## config.mk

```make
export PLATFORM = sky130hd
export DESIGN_NAME = alu_issue_ctrl
export DESIGN_NICKNAME = d
export VERILOG_FILES = /design/src/rtl/alu_issue_ctrl_pkg.sv /design/src/rtl/alu_rsp_fifo.sv /design/src/rtl/alu_issue_ctrl.sv
export SDC_FILE = /design/constraint.sdc
export NUM_CORES = 1
export LEC_CHECK = 0
export CAP_MARGIN = 40
export CORE_MARGIN = 4
export CORE_UTILIZATION = 49
export CTS_CLUSTER_DIAMETER = 80
export DETAILED_ROUTE_END_ITERATION = 7
export PLACE_DENSITY = 0.81
export SETUP_SLACK_MARGIN = 0.4
export SYNTH_ARGS = -nofsm -noshare
export SYNTH_HDL_FRONTEND = slang
export SYNTH_SLANG_ARGS = --single-unit
```

## constraint.sdc

```tcl
create_clock -name clk -period 6.4 [get_ports clk]
set_clock_uncertainty 0.2 [all_clocks]
set_input_delay 1.28 -clock clk [delete_from_list [all_inputs] [get_ports clk]]
set_output_delay 1.28 -clock clk [all_outputs]
set_load 0.05 [all_outputs]
```

## src/rtl/alu_issue_ctrl_pkg.sv

```systemverilog
// alu_issue_ctrl_pkg: shared ALU op encodings, FSM state type and flag helpers
//   ALU_OP_*      3-bit ALU select encodings
//   state_t       issue FSM states (IDLE, DRIVE)
//   op_has_carry  op reports a carry (ADD/SUB)
//   Response record layout, MSB first: {err, zero, carry, tag, f}
package alu_issue_ctrl_pkg;

    localparam logic [2:0] ALU_OP_LU0  = 3'd0;
    localparam logic [2:0] ALU_OP_LU1  = 3'd1;
    localparam logic [2:0] ALU_OP_LU2  = 3'd2;
    localparam logic [2:0] ALU_OP_LU3  = 3'd3;
    localparam logic [2:0] ALU_OP_ADD  = 3'd4;
    localparam logic [2:0] ALU_OP_SUB  = 3'd5;
    localparam logic [2:0] ALU_OP_ZERO = 3'd6;
    localparam logic [2:0] ALU_OP_ONES = 3'd7;

    localparam int RSP_FLAG_W = 3;

    typedef enum logic {IDLE, DRIVE} state_t;

    function automatic logic op_has_carry(input logic [2:0] op);
        return (op == ALU_OP_ADD) || (op == ALU_OP_SUB);
    endfunction

endpackage

```

## src/rtl/alu_rsp_fifo.sv

```systemverilog
// alu_rsp_fifo: first-word-visible in-order response buffer
//   clk, rst_n  clock, async active-low reset
//   flush       synchronous empty, overrides push/pop
//   push, din   write an entry (caller guarantees space)
//   pop         drop head entry; ignored when empty
//   dout        head entry (stale when empty)
//   count       entries held, empty  count == 0
module alu_rsp_fifo #(
    parameter int DEPTH = 4,
    parameter int W     = 8
) (
    input  logic                     clk,
    input  logic                     rst_n,
    input  logic                     flush,
    input  logic                     push,
    input  logic                     pop,
    input  logic [W-1:0]             din,
    output logic [W-1:0]             dout,
    output logic [$clog2(DEPTH):0]   count,
    output logic                     empty
);

    localparam int AW = $clog2(DEPTH);

    logic [W-1:0]  mem [DEPTH];
    logic [AW-1:0] wr_ptr, rd_ptr;
    logic          pop_ok;

    assign empty  = count == '0;
    assign pop_ok = pop && !empty;
    assign dout   = mem[rd_ptr];

    always_ff @(posedge clk)
        if (push && !flush) mem[wr_ptr] <= din;

    // Power-of-two depth lets the pointers wrap naturally.
    always_ff @(posedge clk or negedge rst_n) begin
        if (!rst_n) begin
            wr_ptr <= '0;
            rd_ptr <= '0;
            count  <= '0;
        end else if (flush) begin
            wr_ptr <= '0;
            rd_ptr <= '0;
            count  <= '0;
        end else begin
            if (push) wr_ptr <= wr_ptr + AW'(1);
            if (pop_ok) rd_ptr <= rd_ptr + AW'(1);
            count <= count + (AW+1)'(push) - (AW+1)'(pop_ok);
        end
    end

endmodule

```

## src/rtl/alu_issue_ctrl.sv

```systemverilog
// alu_issue_ctrl: issues commands to the 4-bit ALU and returns tagged results in order
//   clk, rst_n                       clock, async active-low reset
//   flush                            drop in-flight op and all buffered responses
//   cmd_valid/ready, op, a, b, tag   command handshake
//   alu_s, alu_a, alu_b              registered ALU inputs
//   alu_f, alu_carry                 ALU outputs, sampled after ALU_LAT cycles
//   rsp_valid/ready, f, carry, zero, err, tag   response handshake
//   op_count                         responses written, wrapping
module alu_issue_ctrl
    import alu_issue_ctrl_pkg::*;
#(
    parameter int WIDTH     = 4,
    parameter int TAG_W     = 2,
    parameter int ALU_LAT   = 1,
    parameter int RSP_DEPTH = 4,
    parameter int CNT_W     = 8
) (
    input  logic             clk,
    input  logic             rst_n,
    input  logic             flush,
    input  logic             cmd_valid,
    output logic             cmd_ready,
    input  logic [2:0]       cmd_op,
    input  logic [WIDTH-1:0] cmd_a,
    input  logic [WIDTH-1:0] cmd_b,
    input  logic [TAG_W-1:0] cmd_tag,
    output logic [2:0]       alu_s,
    output logic [WIDTH-1:0] alu_a,
    output logic [WIDTH-1:0] alu_b,
    input  logic [WIDTH-1:0] alu_f,
    input  logic             alu_carry,
    output logic             rsp_valid,
    input  logic             rsp_ready,
    output logic [WIDTH-1:0] rsp_f,
    output logic             rsp_carry,
    output logic             rsp_zero,
    output logic             rsp_err,
    output logic [TAG_W-1:0] rsp_tag,
    output logic [CNT_W-1:0] op_count
);

    localparam int RW = RSP_FLAG_W + TAG_W + WIDTH;
    localparam int CW = $clog2(ALU_LAT + 1);
    localparam int AW = $clog2(RSP_DEPTH);
    localparam logic [AW:0] FULL = (AW+1)'(RSP_DEPTH);

    state_t          state, state_nx;
    logic [CW-1:0]   wait_cnt;
    logic [TAG_W-1:0] tag_q;
    logic            accept, push, empty;
    logic            carry, zero, err;
    logic [AW:0]     count;
    logic [RW-1:0]   head;

    always_comb begin
        state_nx  = state;
        cmd_ready = 1'b0;
        accept    = 1'b0;
        push      = 1'b0;
        if (flush) begin
            state_nx = IDLE;
        end else if (state == IDLE) begin
            // Accepting only with a free slot reserves room for this op's response.
            cmd_ready = count < FULL;
            accept    = cmd_valid && cmd_ready;
            state_nx  = accept ? DRIVE : IDLE;
        end else begin
            push     = wait_cnt == CW'(1);
            state_nx = push ? IDLE : DRIVE;
        end
    end

    assign carry = op_has_carry(alu_s) && alu_carry;
    assign zero  = alu_f == '0;
    assign err   = (alu_s == ALU_OP_ZERO && alu_f != '0) || (alu_s == ALU_OP_ONES && alu_f != '1);

    always_ff @(posedge clk or negedge rst_n) begin
        if (!rst_n) begin
            state    <= IDLE;
            wait_cnt <= '0;
            alu_s    <= '0;
            alu_a    <= '0;
            alu_b    <= '0;
            tag_q    <= '0;
            op_count <= '0;
        end else begin
            state <= state_nx;
            if (accept) begin
                alu_s    <= cmd_op;
                alu_a    <= cmd_a;
                alu_b    <= cmd_b;
                tag_q    <= cmd_tag;
                wait_cnt <= CW'(ALU_LAT);
            end else if (state == DRIVE) begin
                wait_cnt <= wait_cnt - CW'(1);
            end
            if (push) op_count <= op_count + CNT_W'(1);
        end
    end

    alu_rsp_fifo #(.DEPTH(RSP_DEPTH), .W(RW)) u_fifo (
        .clk   (clk),
        .rst_n (rst_n),
        .flush (flush),
        .push  (push),
        .pop   (rsp_ready),
        .din   ({err, zero, carry, tag_q, alu_f}),
        .dout  (head),
        .count (count),
        .empty (empty)
    );

    // Stale storage is masked so an empty buffer always presents zeros.
    assign rsp_valid = !empty;
    assign {rsp_err, rsp_zero, rsp_carry, rsp_tag, rsp_f} = empty ? '0 : head;

endmodule

```

==> flow_metrics.env, run 1 <==
export IMPL_drtIter0Drc=55
export IMPL_p_leak_nw=1.43
export IMPL_antenna_found_initial=0
export IMPL_power_density_nw_per_um2=488
export IMPL_worst_pin_slew_ns=0.780
export IMPL_clk_pin_slew_worst_paths_ns=0.06
export IMPL_dr_pass1_iters=4
export IMPL_syn_area_um2=2850
export IMPL_core_area_um2=5570
export IMPL_cts_made_buffers=9
export IMPL_die_y_um=84.2
export IMPL_grt_usage=0.152
export IMPL_p_total_mw=1.77
export IMPL_switchingPower_mw=0.695
export IMPL_outcome="finished clean"
export IMPL_synth_seq_cells=66
export IMPL_synthCells=178
export IMPL_io_pins=53
export IMPL_relSlewSlack=0.475
export IMPL_first_global_vias=1703
export IMPL_hp_start="op_count[7]"
export IMPL_internal_power_mw=1.08
export IMPL_synth_yosys_warnings=0
export IMPL_stdcell_area_um2=3620
export IMPL_synth_edf_count=36
export IMPL_cts_sinks=66
export IMPL_async_flop_share=0.455
export IMPL_r2r_end="u_fifo.count[2]"
export IMPL_worstSetupPathType="in2out"
export IMPL_min_to="op_count[7]"
export IMPL_postLayoutSetupSlackWorst_ns=1.90
export IMPL_start_kind="primary input"
export IMPL_dieWidth_um=84.2
export IMPL_place_gp_congestion=0.727
export IMPL_area_growth_pct=27.4
export IMPL_initial_utilization=0.510
export IMPL_finalHoldViolCount=0
export IMPL_placedInstanceArea_um2=3410
export IMPL_ff_latch_area_um2=1830
export IMPL_final_common_cell="clkdlybuf4s50_1"
export IMPL_fillCellCount=414
export IMPL_multi_input_area_um2=920
export IMPL_crit_path_max_fanout=11
export IMPL_cts_tree="done"
export IMPL_grt_pass1_wl_um=8220
export IMPL_cts_setup_buffers=0
export IMPL_whs_ns=0.282
export IMPL_cts_resized=0
export IMPL_postRouteAntennaNets=0
export IMPL_combPwrFrac=0.430
export IMPL_p_seq_frac=0.356
export IMPL_root_buffer="clkbuf_8"
export IMPL_regToRegSetupSlack_ns=3.82
export IMPL_clock_path_buffers=2
export IMPL_yosysSeqAreaShare=0.644
export IMPL_min_path_cells=1
export IMPL_drc=0
export IMPL_clkLatencyLatePin_ns=0.33
export IMPL_timing_rr_start="u_fifo.count[2]"
export IMPL_routed_via_density=5.05
export IMPL_fmax_ghz=0.222
export IMPL_fin_setup_tns_ns=0
export IMPL_routedWlPerCell_um=15.9
export IMPL_min_path_type="reg2reg"
export IMPL_layout_common_cells="52 x clkdlybuf4s50_1, 36 x edfxtp_1, 30 x dfrtp_1, 11 x nor2b_1"
export IMPL_gr_total_overflow=0
export IMPL_maxSlewViolCount=0
export IMPL_ir_worst_vdd_v=0.000318
export IMPL_critical_path_required_ns=4.92
export IMPL_die_area_um2=7090
export IMPL_portBuffers=52
export IMPL_cp_arrival_ns=3.02
export IMPL_reg2regPathDepth=10
export IMPL_hpwl_um=3440
export IMPL_avgSynthCellArea_um2=16.0
export IMPL_drt_total_wl_um=4970
export IMPL_finalCritPeriodShare=0.702
export IMPL_clock_power_share=0.214
export IMPL_finalSetupViolCount=0
export IMPL_num_vias=1581
export IMPL_end_kind="output port"
export IMPL_syn_nets=209
export IMPL_antennaDiodeCount=0
export IMPL_drv_cap=0
export IMPL_rsz0062_at_grt="no"
export IMPL_p_sw_frac=0.392
export IMPL_final_min_clock_period_ns=4.50
export IMPL_synth_flop_cell="edfxtp_1"
export IMPL_drive_above_1_share=0.183
export IMPL_dp_worst_setup_slack_ns=1.89
export IMPL_cts_hold_buf=0
export IMPL_grt_max_degree=31
export IMPL_finalNetCount=267
export IMPL_synth_cell_type_count=35
export IMPL_htree_levels=3
export IMPL_rows=27
## metrics by stage
stage / instances / util
floorplan: 178 / -
global placement: 297 / 0.611
detailed placement: 297 / 0.611
CTS: 313 / 0.650
global route: 313 / 0.650
finish: 313 / 0.650
## cell families after synthesis
| group | after synthesis | synth area share |
|---|---|---|
| adder cells (fa/ha/maj) | 8 | 0.0378 |
| multiplexers | 23 | 0.140 |
| buffers and inverters | 15 | 0.0330 |
| AO/OA/AOI/OAI | 6 | 0.0123 |
| XOR/XNOR | 10 | 0.0308 |
| flip-flops | 66 | 0.644 |
| AND/OR/NAND/NOR | 50 | 0.102 |
## power groups by stage
stage / logic [mW] / registers, mW / clock network [mW]
floorplan: 0.392 / 0.772 / 0
global placement: 0.757 / 0.634 / 0
detailed placement: 0.768 / 0.638 / 0
CTS: 0.770 / 0.632 / 0.386
global route: 0.802 / 0.645 / 0.402
finish: 0.761 / 0.630 / 0.379
## registers in the layout (all words and copies together), names as in the netlist
register / cells
u_fifo.mem: 36
op_count: 8
alu_a: 4
alu_b: 4
alu_s: 3
u_fifo.count: 3
tag_q: 2
u_fifo.rd_ptr: 2
u_fifo.wr_ptr: 2
state: 1
wait_cnt: 1
## layout make-up
| cell class | count | share of cell area |
|---|---|---|
| Clock buffer | 11 | 0.0390 |
| Clock inverter | 5 | 0.0211 |
| Inverter | 8 | 0.00828 |
| Multi-Input combinational cell | 97 | 0.254 |
| Sequential cell | 66 | 0.505 |
| Tap cell | 72 | 0.0249 |
| Timing Repair Buffer | 54 | 0.148 |
## cell usage after synthesis, drive strengths merged (2+ instances only)
library cell	count	area [um^2]
a21oi	3	15.0
and2	6	41.3
buf	6	60.1
dfrtp	30	751
edfxtp	36	1080
ha	7	87.6
inv	8	30.0
mux2	14	195
mux4	9	203
nand2	9	33.8
nand4	2	12.5
nor2	9	33.8
nor2b	11	68.8
nor3	4	25.0
nor4	2	12.5
or3	2	12.5
xnor2	4	35.0
xor2	6	52.6
## worst max-delay path, cell delays in order
cell and delay [ns]:
clkdlybuf4s50_1 0.62, nor3_2 0.28, clkdlybuf4s50_1 0.84
## how the worst max path moves through the flow
stage	to	slack [ns]	from
final	cmd_ready	1.90	flush
after CTS	cmd_ready	1.88	flush
after global placement	cmd_ready	1.93	flush
after floorplan	cmd_ready	2.97	flush
after global routing	cmd_ready	1.81	flush
after detailed placement	cmd_ready	1.89	flush
## layer usage
layer	GRT usage	wire length [um]	vias up
met2	0.243	2310	54
met5	0	0	-
li1	-	-	752
met1	0.183	2180	764
met3	0.0589	375	11
met4	0.0702	99	0
(Power assumes the default switching activity.)
==> run 2, diff against run 1 <==
--- a/config.mk
+++ b/config.mk
@@ -7,7 +7,7 @@
 export LEC_CHECK = 0
 export CAP_MARGIN = 40
 export CORE_MARGIN = 4
-export CORE_UTILIZATION = 49
+export CORE_UTILIZATION = 47
 export CTS_CLUSTER_DIAMETER = 80
 export DETAILED_ROUTE_END_ITERATION = 7
 export PLACE_DENSITY = 0.81
==> constraint.sdc (replaced) <==
create_clock -name clk -period 3.7 [get_ports clk]
set_clock_uncertainty 0.2 [all_clocks]
set_input_delay 0.74 -clock clk [delete_from_list [all_inputs] [get_ports clk]]
set_output_delay 0.74 -clock clk [all_outputs]
set_load 0.05 [all_outputs]
==> flow_metrics.env, run 2 (synthesis gave the netlist of run 1 again) <==
export IMPL_outcome="finished clean"
export IMPL_worstSetupPathType="reg2out"
export IMPL_drv_cap=0
export IMPL_initial_utilization=0.483
export IMPL_dr_pass1_iters=6
export IMPL_die_y_um=85.8
export IMPL_drt_total_wl_um=4980
export IMPL_final_min_clock_period_ns=3.17
export IMPL_multi_input_area_um2=920
export IMPL_critPathMaxStageDelay_ns=0.69
export IMPL_final_common_cell="clkdlybuf4s50_1"
export IMPL_worst_pin_slew_ns=0.749
export IMPL_timing_rr_start="u_fifo.count[2]"
export IMPL_dieWidth_um=85.8
export IMPL_finalNetCount=269
export IMPL_start_kind="flop"
export IMPL_area_growth_pct=25.8
export IMPL_num_vias=1591
export IMPL_p_seq_frac=0.373
export IMPL_largestRegisters="u_fifo.mem x36, op_count x8"
export IMPL_rsz0062_at_grt="no"
export IMPL_cts_tree="done"
export IMPL_drive_above_1_share=0.173
export IMPL_root_buffer="clkbuf_8"
export IMPL_grt_max_degree=31
export IMPL_critical_path_required_ns=2.76
export IMPL_fmax_ghz=0.315
export IMPL_fin_setup_tns_ns=0
export IMPL_portBuffers=52
export IMPL_htree_levels=3
export IMPL_crit_buf_inv=1
export IMPL_io_pins=53
export IMPL_largest_register="u_fifo.mem"
export IMPL_hp_start="op_count[7]"
export IMPL_cp_cell_sequence="mux4_2 > nor2b_1 > clkdlybuf4s50_1"
export IMPL_clk_pin_slew_worst_paths_ns=0.06
export IMPL_die_area_um2=7360
export IMPL_antennaDiodeCount=0
export IMPL_gr_total_overflow=0
export IMPL_cp_arrival_ns=2.23
export IMPL_finalCritPeriodShare=0.858
export IMPL_grt_usage=0.148
export IMPL_p_leak_nw=1.44
export IMPL_min_path_type="reg2reg"
export IMPL_crit_slowest_cell="clkdlybuf4s50_1"
export IMPL_postRouteAntennaNets=0
export IMPL_power_density_nw_per_um2=806
export IMPL_grt_pass1_wl_um=8160
export IMPL_p_sw_frac=0.408
export IMPL_maxSlewViolCount=0
export IMPL_core_area_um2=5890
export IMPL_p_total_mw=2.88
export IMPL_layout_common_cells="44 x clkdlybuf4s50_1, 36 x edfxtp_1, 30 x dfrtp_1, 11 x nor2b_1"
export IMPL_cts_sinks=66
export IMPL_fillCellCount=478
export IMPL_rows=28
export IMPL_crit_path_max_fanout=6
export IMPL_cts_hold_buf=0
export IMPL_clock_power_share=0.173
export IMPL_switchingPower_mw=1.18
export IMPL_ff_latch_area_um2=1830
export IMPL_clock_path_buffers=2
export IMPL_finalHoldViolCount=0
export IMPL_end_kind="output port"
export IMPL_drtIter0Drc=83
export IMPL_relSlewSlack=0.496
export IMPL_first_global_vias=1722
export IMPL_finalSetupViolCount=0
export IMPL_dp_worst_setup_slack_ns=0.621
export IMPL_clkLatencyLatePin_ns=0.32
export IMPL_hpwl_um=3390
export IMPL_postLayoutSetupSlackWorst_ns=0.526
export IMPL_antenna_found_initial=0
export IMPL_routed_via_density=5.00
export IMPL_combPwrFrac=0.454
export IMPL_crit_start="u_fifo.rd_ptr[0]"
export IMPL_internal_power_mw=1.71
export IMPL_cts_made_buffers=9
export IMPL_cp_top_family="buffers and inverters"
export IMPL_routedWlPerCell_um=15.7
export IMPL_drc=0
export IMPL_largest_register_ffs=36
export IMPL_place_gp_congestion=0.711
export IMPL_ir_worst_vdd_v=0.000553
export IMPL_cts_setup_buffers=0
-- run 2: cell count changes in the layout (fill, tap and decap cells not counted), sizes merged --
cell / previous run / this run
clkdlybuf4s50: 52 / 44
clkinv: 2 / 0
dlymetal6s2s: 0 / 1
buf: 2 / 5
clkbuf: 11 / 16
inv: 9 / 8
bufinv: 2 / 0
dlygate4sd2: 0 / 6
-- run 2: metal layers --
| metal | vias up | GRT usage | share of wire | routed length (um) |
|---|---|---|---|---|
| met4 | 0 | 0.0691 | 0.0060 | 30 |
| li1 | 755 | - | - | - |
| met2 | 51 | 0.248 | 0.50 | 2490 |
| met3 | 4 | 0.0442 | 0.074 | 368 |
| met1 | 781 | 0.176 | 0.42 | 2090 |
| met5 | - | 0 | 0 | 0 |
-- run 2: final timing paths --
check | slack (ns) | endpoint | cells after the start
worst max-delay path | 0.53 | rsp_carry | 3
worst min-delay path | 0.27 | op_count[7] | 1
worst max register to register | 1.12 | u_fifo.count[2] | 10
worst min register to register | 0.27 | op_count[7] | 1
max in group asynchronous | 2.40 | u_fifo.rd_ptr[1] | 2
min in group asynchronous | 0.61 | alu_b[1] | 2
-- run 2: power by group through the flow --
| stage | clock network, mW | logic [mW] | registers [mW] |
|---|---|---|---|
| 6_report | 0.500 | 1.31 | 1.07 |
| 5_1_grt | 0.545 | 1.39 | 1.10 |
| 4_1_cts | 0.510 | 1.32 | 1.08 |
| 3_5_place_dp | 0 | 1.35 | 1.09 |
| 3_3_place_gp | 0 | 1.33 | 1.08 |
| 2_1_floorplan | 0 | 0.678 | 1.34 |
-- run 2: per-stage QoR --
step                area (um^2)   util  hold slack, ns  std cells
global route               3580  0.608           0.318        318
finish                     3580  0.608           0.274        318
global placement           3420  0.582           0.262        302
CTS                        3580  0.608           0.276        318
floorplan                  2850      -           0.244        178
detailed placement         3420  0.582           0.260        302
-- run 2: cell type report --
cell class | count | area share
Inverter | 8 | 0.00839
Multi-Input combinational cell | 97 | 0.257
Timing Repair Buffer | 56 | 0.152
Sequential cell | 66 | 0.512
Clock buffer | 16 | 0.0448
Tap cell | 75 | 0.0262
-- run 2: what timing repair did --
item / 4_1_cts / 5_1_grt
endpoints found under the setup margin: 6 / 1
resized for setup: 6 / 1
gates cloned: 0 / 0
